===== src/rtl/stopwatch_display_scan_if.sv =====
// stopwatch_display_scan_if: digit bus from the stopwatch counter plus the multiplexed display lines
interface stopwatch_display_scan_if;
    logic       mode;
    logic       lz_en;
    logic [3:0] timer10ms;
    logic [3:0] timer100ms;
    logic [3:0] timer1sec;
    logic [3:0] timer10sec;
    logic [3:0] timer1min;
    logic [3:0] timer10min;
    logic [5:0] an;
    logic [6:0] seg;
    logic       dp;
    logic       frame_start;
    modport master (
        output mode, lz_en, timer10ms, timer100ms, timer1sec, timer10sec, timer1min, timer10min,
        input  an, seg, dp, frame_start
    );
    modport slave (
        input  mode, lz_en, timer10ms, timer100ms, timer1sec, timer10sec, timer1min, timer10min,
        output an, seg, dp, frame_start
    );
endinterface


===== src/rtl/stopwatch_display_scan.sv =====
// stopwatch_display_scan: six-digit common-anode scanner with per-frame snapshot,
// anti-ghost blanking and optional minute leading-zero suppression
module stopwatch_display_scan #(
    parameter int TICKS_PER_DIGIT = 4,
    parameter int BLANK_TICKS     = 1
) (
    input logic                    clk,
    input logic                    reset,
    stopwatch_display_scan_if.slave bus
);
    localparam int TW = $clog2(TICKS_PER_DIGIT);
    logic [TW-1:0] tick;
    logic [2:0]    idx;
    logic [3:0]    snap [6];
    logic          last, blank, sup, dark, dp_n, fs_n;
    logic [5:0]    an_n;
    logic [6:0]    seg_n;
    function automatic logic [6:0] decode(input logic [3:0] d);
        case (d)
            4'd0:    return 7'b1000000;
            4'd1:    return 7'b1111001;
            4'd2:    return 7'b0100100;
            4'd3:    return 7'b0110000;
            4'd4:    return 7'b0011001;
            4'd5:    return 7'b0010010;
            4'd6:    return 7'b0000010;
            4'd7:    return 7'b1111000;
            4'd8:    return 7'b0000000;
            4'd9:    return 7'b0010000;
            default: return 7'b0111111;
        endcase
    endfunction
    always_comb begin
        last  = tick == TW'(TICKS_PER_DIGIT - 1);
        blank = int'(tick) < BLANK_TICKS;
        sup   = bus.lz_en && snap[5] == 4'd0 && (idx == 3'd5 || (idx == 3'd4 && snap[4] == 4'd0));
        dark  = !bus.mode || blank || sup;
        an_n  = dark ? 6'h3F : ~(6'd1 << idx);
        seg_n = dark ? 7'h7F : decode(snap[idx]);
        dp_n  = dark || !(idx == 3'd2 || idx == 3'd4);
        fs_n  = idx == 3'd0 && tick == '0;
    end
    // Snapshot on the last cycle of slot 5 so every frame shows one coherent sample
    always_ff @(posedge clk or posedge reset) begin
        if (reset) begin
            tick            <= '0;
            idx             <= '0;
            snap            <= '{default: 4'd0};
            bus.an          <= 6'h3F;
            bus.seg         <= 7'h7F;
            bus.dp          <= 1'b1;
            bus.frame_start <= 1'b0;
        end else begin
            tick <= last ? '0 : tick + 1'b1;
            if (last)
                idx <= idx == 3'd5 ? 3'd0 : idx + 3'd1;
            if (last && idx == 3'd5)
                snap <= '{bus.timer10ms, bus.timer100ms, bus.timer1sec,
                          bus.timer10sec, bus.timer1min, bus.timer10min};
            bus.an          <= an_n;
            bus.seg         <= seg_n;
            bus.dp          <= dp_n;
            bus.frame_start <= fs_n;
        end
    end
endmodule

===== src/flat_wrapper.sv =====
// flat-port wrapper written by rule: the top's interface ports become plain ports
module stopwatch_display_scan_flat 
#(
    parameter int TICKS_PER_DIGIT = 4,
    parameter int BLANK_TICKS     = 1
)
  (clk, reset, bus_mode, bus_lz_en, bus_timer10ms, bus_timer100ms, bus_timer1sec, bus_timer10sec, bus_timer1min, bus_timer10min, bus_an, bus_seg, bus_dp, bus_frame_start);
  stopwatch_display_scan_if bus_i ();
  input logic clk;
  input logic reset;
  input wire logic [$bits(bus_i.mode)-1:0] bus_mode;
  input wire logic [$bits(bus_i.lz_en)-1:0] bus_lz_en;
  input wire logic [$bits(bus_i.timer10ms)-1:0] bus_timer10ms;
  input wire logic [$bits(bus_i.timer100ms)-1:0] bus_timer100ms;
  input wire logic [$bits(bus_i.timer1sec)-1:0] bus_timer1sec;
  input wire logic [$bits(bus_i.timer10sec)-1:0] bus_timer10sec;
  input wire logic [$bits(bus_i.timer1min)-1:0] bus_timer1min;
  input wire logic [$bits(bus_i.timer10min)-1:0] bus_timer10min;
  output wire logic [$bits(bus_i.an)-1:0] bus_an;
  output wire logic [$bits(bus_i.seg)-1:0] bus_seg;
  output wire logic [$bits(bus_i.dp)-1:0] bus_dp;
  output wire logic [$bits(bus_i.frame_start)-1:0] bus_frame_start;
  assign bus_i.mode = bus_mode;
  assign bus_i.lz_en = bus_lz_en;
  assign bus_i.timer10ms = bus_timer10ms;
  assign bus_i.timer100ms = bus_timer100ms;
  assign bus_i.timer1sec = bus_timer1sec;
  assign bus_i.timer10sec = bus_timer10sec;
  assign bus_i.timer1min = bus_timer1min;
  assign bus_i.timer10min = bus_timer10min;
  assign bus_an = bus_i.an;
  assign bus_seg = bus_i.seg;
  assign bus_dp = bus_i.dp;
  assign bus_frame_start = bus_i.frame_start;
  stopwatch_display_scan #(.TICKS_PER_DIGIT(TICKS_PER_DIGIT), .BLANK_TICKS(BLANK_TICKS)) u_core (.clk(clk), .reset(reset), .bus(bus_i));
endmodule

===== config.mk =====
export PLATFORM = sky130hd
export DESIGN_NAME = stopwatch_display_scan_flat
export DESIGN_NICKNAME = d
export VERILOG_FILES = /design/src/rtl/stopwatch_display_scan_if.sv /design/src/rtl/stopwatch_display_scan.sv /design/src/flat_wrapper.sv
export SDC_FILE = /design/constraint.sdc
export NUM_CORES = 1
export LEC_CHECK = 0
export ABC_AREA = 1
export CAP_MARGIN = 20
export CORE_UTILIZATION = 55
export DETAILED_ROUTE_END_ITERATION = 8
export PLACE_DENSITY = 0.93
export SKIP_CTS_REPAIR_TIMING = 1
export SYNTH_ARGS = -nofsm -noshare
export SYNTH_HDL_FRONTEND = slang
export SYNTH_SLANG_ARGS = --single-unit
export TNS_END_PERCENT = 20

===== constraint.sdc =====
create_clock -name clk -period 3.5 [get_ports clk]
set_input_delay 0.525 -clock clk [delete_from_list [all_inputs] [get_ports clk]]
set_output_delay 0.525 -clock clk [all_outputs]
set_load 0.01 [all_outputs]

* After elaboration in Yosys (flattened, before gate mapping) *
Memory sizes are Yosys's and may differ from the RTL's.
Index checks and enable logic that the tools add are counted.

word-level totals
  memories kept = 1
  output and inout port bits = 15
  bits in registers = 44
  memory bits (read-only) = 112

memories
  memory            words  bits a word  read ports  clocked after memory_dff  write ports  RTL line                      source
  (name not given)  16     7            1           0                         0            stopwatch_display_scan.sv:19  case (d)

operators by class
  reductions and logical operators = 16
  equality and inequality tests = 4
  $lt $le $gt $ge = 2
  shift operators = 1
  bitwise operators = 2
  mux-type cells = 7
  $add $sub $neg = 2

operator list
  operator               count
  $bmux W4 S3            1
  $logic_not A4 Y1       2
  $mux W4                2
  $mux W7                1
  $eq A3 B3 Y1 const B   2
  $mux W6                1
  $not A6 Y6             1
  $shl A1 B3 Y6 const A  1
  $logic_and A1 B1 Y1    5
  $logic_or A1 B1 Y1     5
  $ge A4 B4 Y1 const B   1
  $not A3 Y4             1
  $add A3 B1 Y3 const B  1
  $eq A3 B2 Y1 const B   1
  $logic_not A3 Y1       1
  $mux W3                1
  $add A2 B1 Y2 const B  1
  $eq A2 B2 Y1 const B   1
  $logic_not A1 Y1       2
  $logic_not A2 Y1       1
  $lt A2 B1 Y1 const B   1
  $mux W2                1

* Logic depth before layout (Yosys ltp) *
  word-level depth = 6
  mapped depth = 14

* Worst setup path after synthesis *
No wires, ideal clock.

  path kind = reg-to-reg
  from = register u_core.idx[0]
  to = register u_core.bus.seg[3]
  required time = 3.417 ns
  setup time = 0.083 ns
  cell stages (with the launch flop) = 13
  slack = 1.764 ns
  period minus slack after synthesis = 1.736 ns
  arrival time = 1.653 ns
  cells stage by stage = dfrtp_1 > buf_4 > buf_2 > o21ai_0 > nand2_1 > nand2_1 > nand2_1 > nand2_1 > inv_1 > ha_1 > nand3_1 > nand3_1 > nand3_1

between the ends
  longest elaborated chain between the ends = 6
  elaborated cells on any way between the ends = 12
  classes of those cells = eq/ne: 2; mux: 4; bitwise: 1; reduce/logical: 4; memory: 1

ends and longest elaborated chain
  item                                                                  RTL line                                                    source
  start: declaration                                                    stopwatch_display_scan.sv:13                                logic [2:0] idx;
  start signal: assignment                                              stopwatch_display_scan.sv:56                                idx <= idx == 3'd5 ? 3'd0 : idx + 3'd1;
  $not A3 Y4 (implied by the code) or $eq A3 B3 Y1 (tied branches)      stopwatch_display_scan.sv:39, stopwatch_display_scan.sv:36
  $bmux W4 S3 or $logic_and A1 B1 Y1 (tied branches)                    stopwatch_display_scan.sv:39, stopwatch_display_scan.sv:36
  $mux W4 (implied by the code) or $logic_or A1 B1 Y1 (tied branches)   stopwatch_display_scan.sv:39, stopwatch_display_scan.sv:36
  $mux W4 (implied by the code) or $logic_and A1 B1 Y1 (tied branches)  stopwatch_display_scan.sv:39, stopwatch_display_scan.sv:36
  $mem_v2 Z16 W7 or $logic_or A1 B1 Y1 (tied branches)                  --
  $mux W7 (*)                                                           stopwatch_display_scan.sv:39                                seg_n = dark ? 7'h7F : decode(snap[idx]);
  named net u_core.seg_n[3]                                             stopwatch_display_scan.sv:17                                logic [6:0] seg_n;
  end signal: assignment                                                stopwatch_display_scan.sv:61                                bus.seg <= seg_n;
  end: declaration                                                      stopwatch_display_scan_if.sv:21                             output an, seg, dp, frame_start

The timed path passes the listed nets; every way through them passes the cells marked *. The select of a mux whose other input is x is not followed.
A chain may end at the register's enable or synchronous reset.

* Final worst setup path *
Ends and elaborated chain as after synthesis.

==> metrics.yaml <==
synthesis.nets: 269
worstMarginPinSlew_ns: 0.635
dr.first_iter.drc_count: 64
max_freq_ghz: 0.464
synthCells: 232
cts_tree: "done"
grt_max_degree: 34
period_needed_ns: 2.16
finalMaxSlewViolations: 0
gr-total-overflow: 0
clkSinkCount: 44
pre_cts_ws_ns: 1.41
root_buffer: "clkbuf_8"
die_w_um: 65.1
setup_tns_ns: 0
syn_avg_cell_area_um2: 9.44
synth_top_family_by_area: "simple AND/OR/NAND/NOR gates"
grt_pass1_vias: 1685
cp-end-kind: "flip-flop"
area_delta_synth_final_pct: 26.2
most-common-layout-cells: "nand2_1 (62), clkdlybuf4s50_1 (42), dfrtp_1 (30)"
stdcell_count: 324
fillers: 276
synth_seq_cells: 44
synthAdderAreaFrac_pct: 5.14
crit_arrival_ns: 2.38
grt_setup_unrepaired: "no"
gp_congestion: 0.829
vias_per_cell: 5.20
numCtsBuffers: 5
ys_warn_count: 0
portBuffers: 42
setup_ws_ns: 1.34
yosysSeqAreaShare_pct: 51.1
antenna_found_initial: 0
pin_count: 43
rows: 22
track_usage_pct: 23.4
drt_pass1_iterations: 4
wirelength_um: 4090
place_inst: 315
hold_violations: 0
die_h_um: 65.1
multi_input_area_um2: 917
cp_max_fo: 19
required_ns: 3.72
n_antenna_cell: 0
final_area_um2: 2760
maxCapViolations: 0
clkSlewWorstSetupHoldPaths_ns: 0.08
post_drt_wl_per_cell_um: 12.6
drive_above_1_share_pct: 18.5
startpoint_type: "flip-flop"
period_share_pct: 61.6
vias: 1684
initial_core_util_pct: 58.5
status: "finished, final reports clean"
nets: 312
dpl_cell_area_um2: 2620
antenna_left: 0
pwr_density_cell_nw_per_um2: 371
worstSetupPathType: "reg -> reg"
grt_pass1_wl_um: 7380
insertion_delay_ns: 0.30
htreeDepth: 2
p_leak_nw: 1.38
hold_class: "in -> async"
ff_latch_area_um2: 1120
yosys.area_share.xor_xnor_pct: 0
hpwl_um: 2990
slew_headroom_pct: 57.6
drc: 0
setup_viol: 0
fin_skew_ns: 0.00948
synth-simple-area-share_pct: 22.2
cts.path.max_buffers: 2
syn_area_um2: 2190
synth_compound_area_share_pct: 5.14
dieArea_um2: 4240
synth.area.mux_share_pct: 9.43
yosysUniqueCellTypes: 26
vdd_ir_drop_max_uv: 299
core_um2: 3740
final_common_cell: "nand2_1"
==> metal layers <==
metal | global-route usage, % | share of wire (%)
met4 | 14.7 | 3.8
met2 | 38.0 | 51
met3 | 5.03 | 4.7
met1 | 28.4 | 41
met5 | 0 | 0
==> final timing paths <==
kind                                 from           endpoint  cells after the start  slack (ns)
max                         u_core.idx[0]  u_core.bus.seg[3]                     10        1.34
min                                 reset    u_core.snap[10]                      2        0.46
max reg2reg                 u_core.idx[0]  u_core.bus.seg[3]                     10        1.34
min reg2reg                u_core.tick[0]     u_core.tick[0]                      1        0.47
max in group asynchronous           reset   u_core.bus.an[4]                      3        2.51
min in group clk           u_core.tick[0]     u_core.tick[0]                      1        0.47
==> cells in the mapped netlist, drive strengths merged <==
master | count | area [um2]
nand3b | 3 | 22.5
dfstp | 14 | 368
a21oi | 13 | 72.6
clkbuf | 1 | 3.75
nand3 | 18 | 90.1
dfrtp | 30 | 751
o21ai | 8 | 40.0
nand2 | 65 | 262
buf | 7 | 52.5
nor3 | 1 | 5.00
mux2 | 15 | 206
nor2 | 20 | 93.8
inv | 26 | 97.6
ha | 9 | 113
and3 | 2 | 12.5
==> cells by family (layout without fill, tap and decap cells) <==
logic type,after synthesis,after routing
compound gates,21,21
fa+ha+maj,9,9
buf+inv,34,78
flops,44,44
mux,15,15
simple gates,109,109
==> per-stage QoR <==
stage | utilization (%) | power (mW) | hold WS [ns]
2_1_floorplan | - | 0.590 | 0.424
3_3_place_gp | 70.0 | 0.630 | 0.443
3_5_place_dp | 70.0 | 0.635 | 0.462
4_1_cts | 73.1 | 1.03 | 0.474
5_1_grt | 73.8 | 1.07 | 0.467
6_report | 73.8 | 1.02 | 0.456
==> worst max-delay path, stage by stage (launching register included) <==
cell     delay [ns]
dfrtp_1        0.62
nor2_2         0.30
nand2_1        0.17
nor2_1         0.12
a21oi_1        0.05
nand2_1        0.16
inv_1          0.10
ha_1           0.29
nand3_1        0.10
nand3_1        0.11
nand3_1        0.07
==> final cells by class <==
class                      count  area share, %
multi-input combinational    154           33.2
tap                           48           2.17
clock buffer                   5           2.49
timing repair buffer          44           16.5
inverter                      26           3.53
sequential                    44           40.5
clock inverter                 3           1.67
==> report_power, final <==
part | internal [mW] | switching (mW) | total (mW)
combinational | 0.0538 | 0.0428 | 0.0966
sequential | 0.524 | 0.00833 | 0.532
clock | 0.215 | 0.181 | 0.396
==> flip-flops by register name, summed over array words and instances (netlist names) <==
signal and cells:
u_core.bus.dp 1, u_core.bus.seg 7, u_core.snap 24, u_core.bus.frame_start 1, u_core.bus.an 6, u_core.tick 2, u_core.idx 3
(Power assumes the default switching activity.)
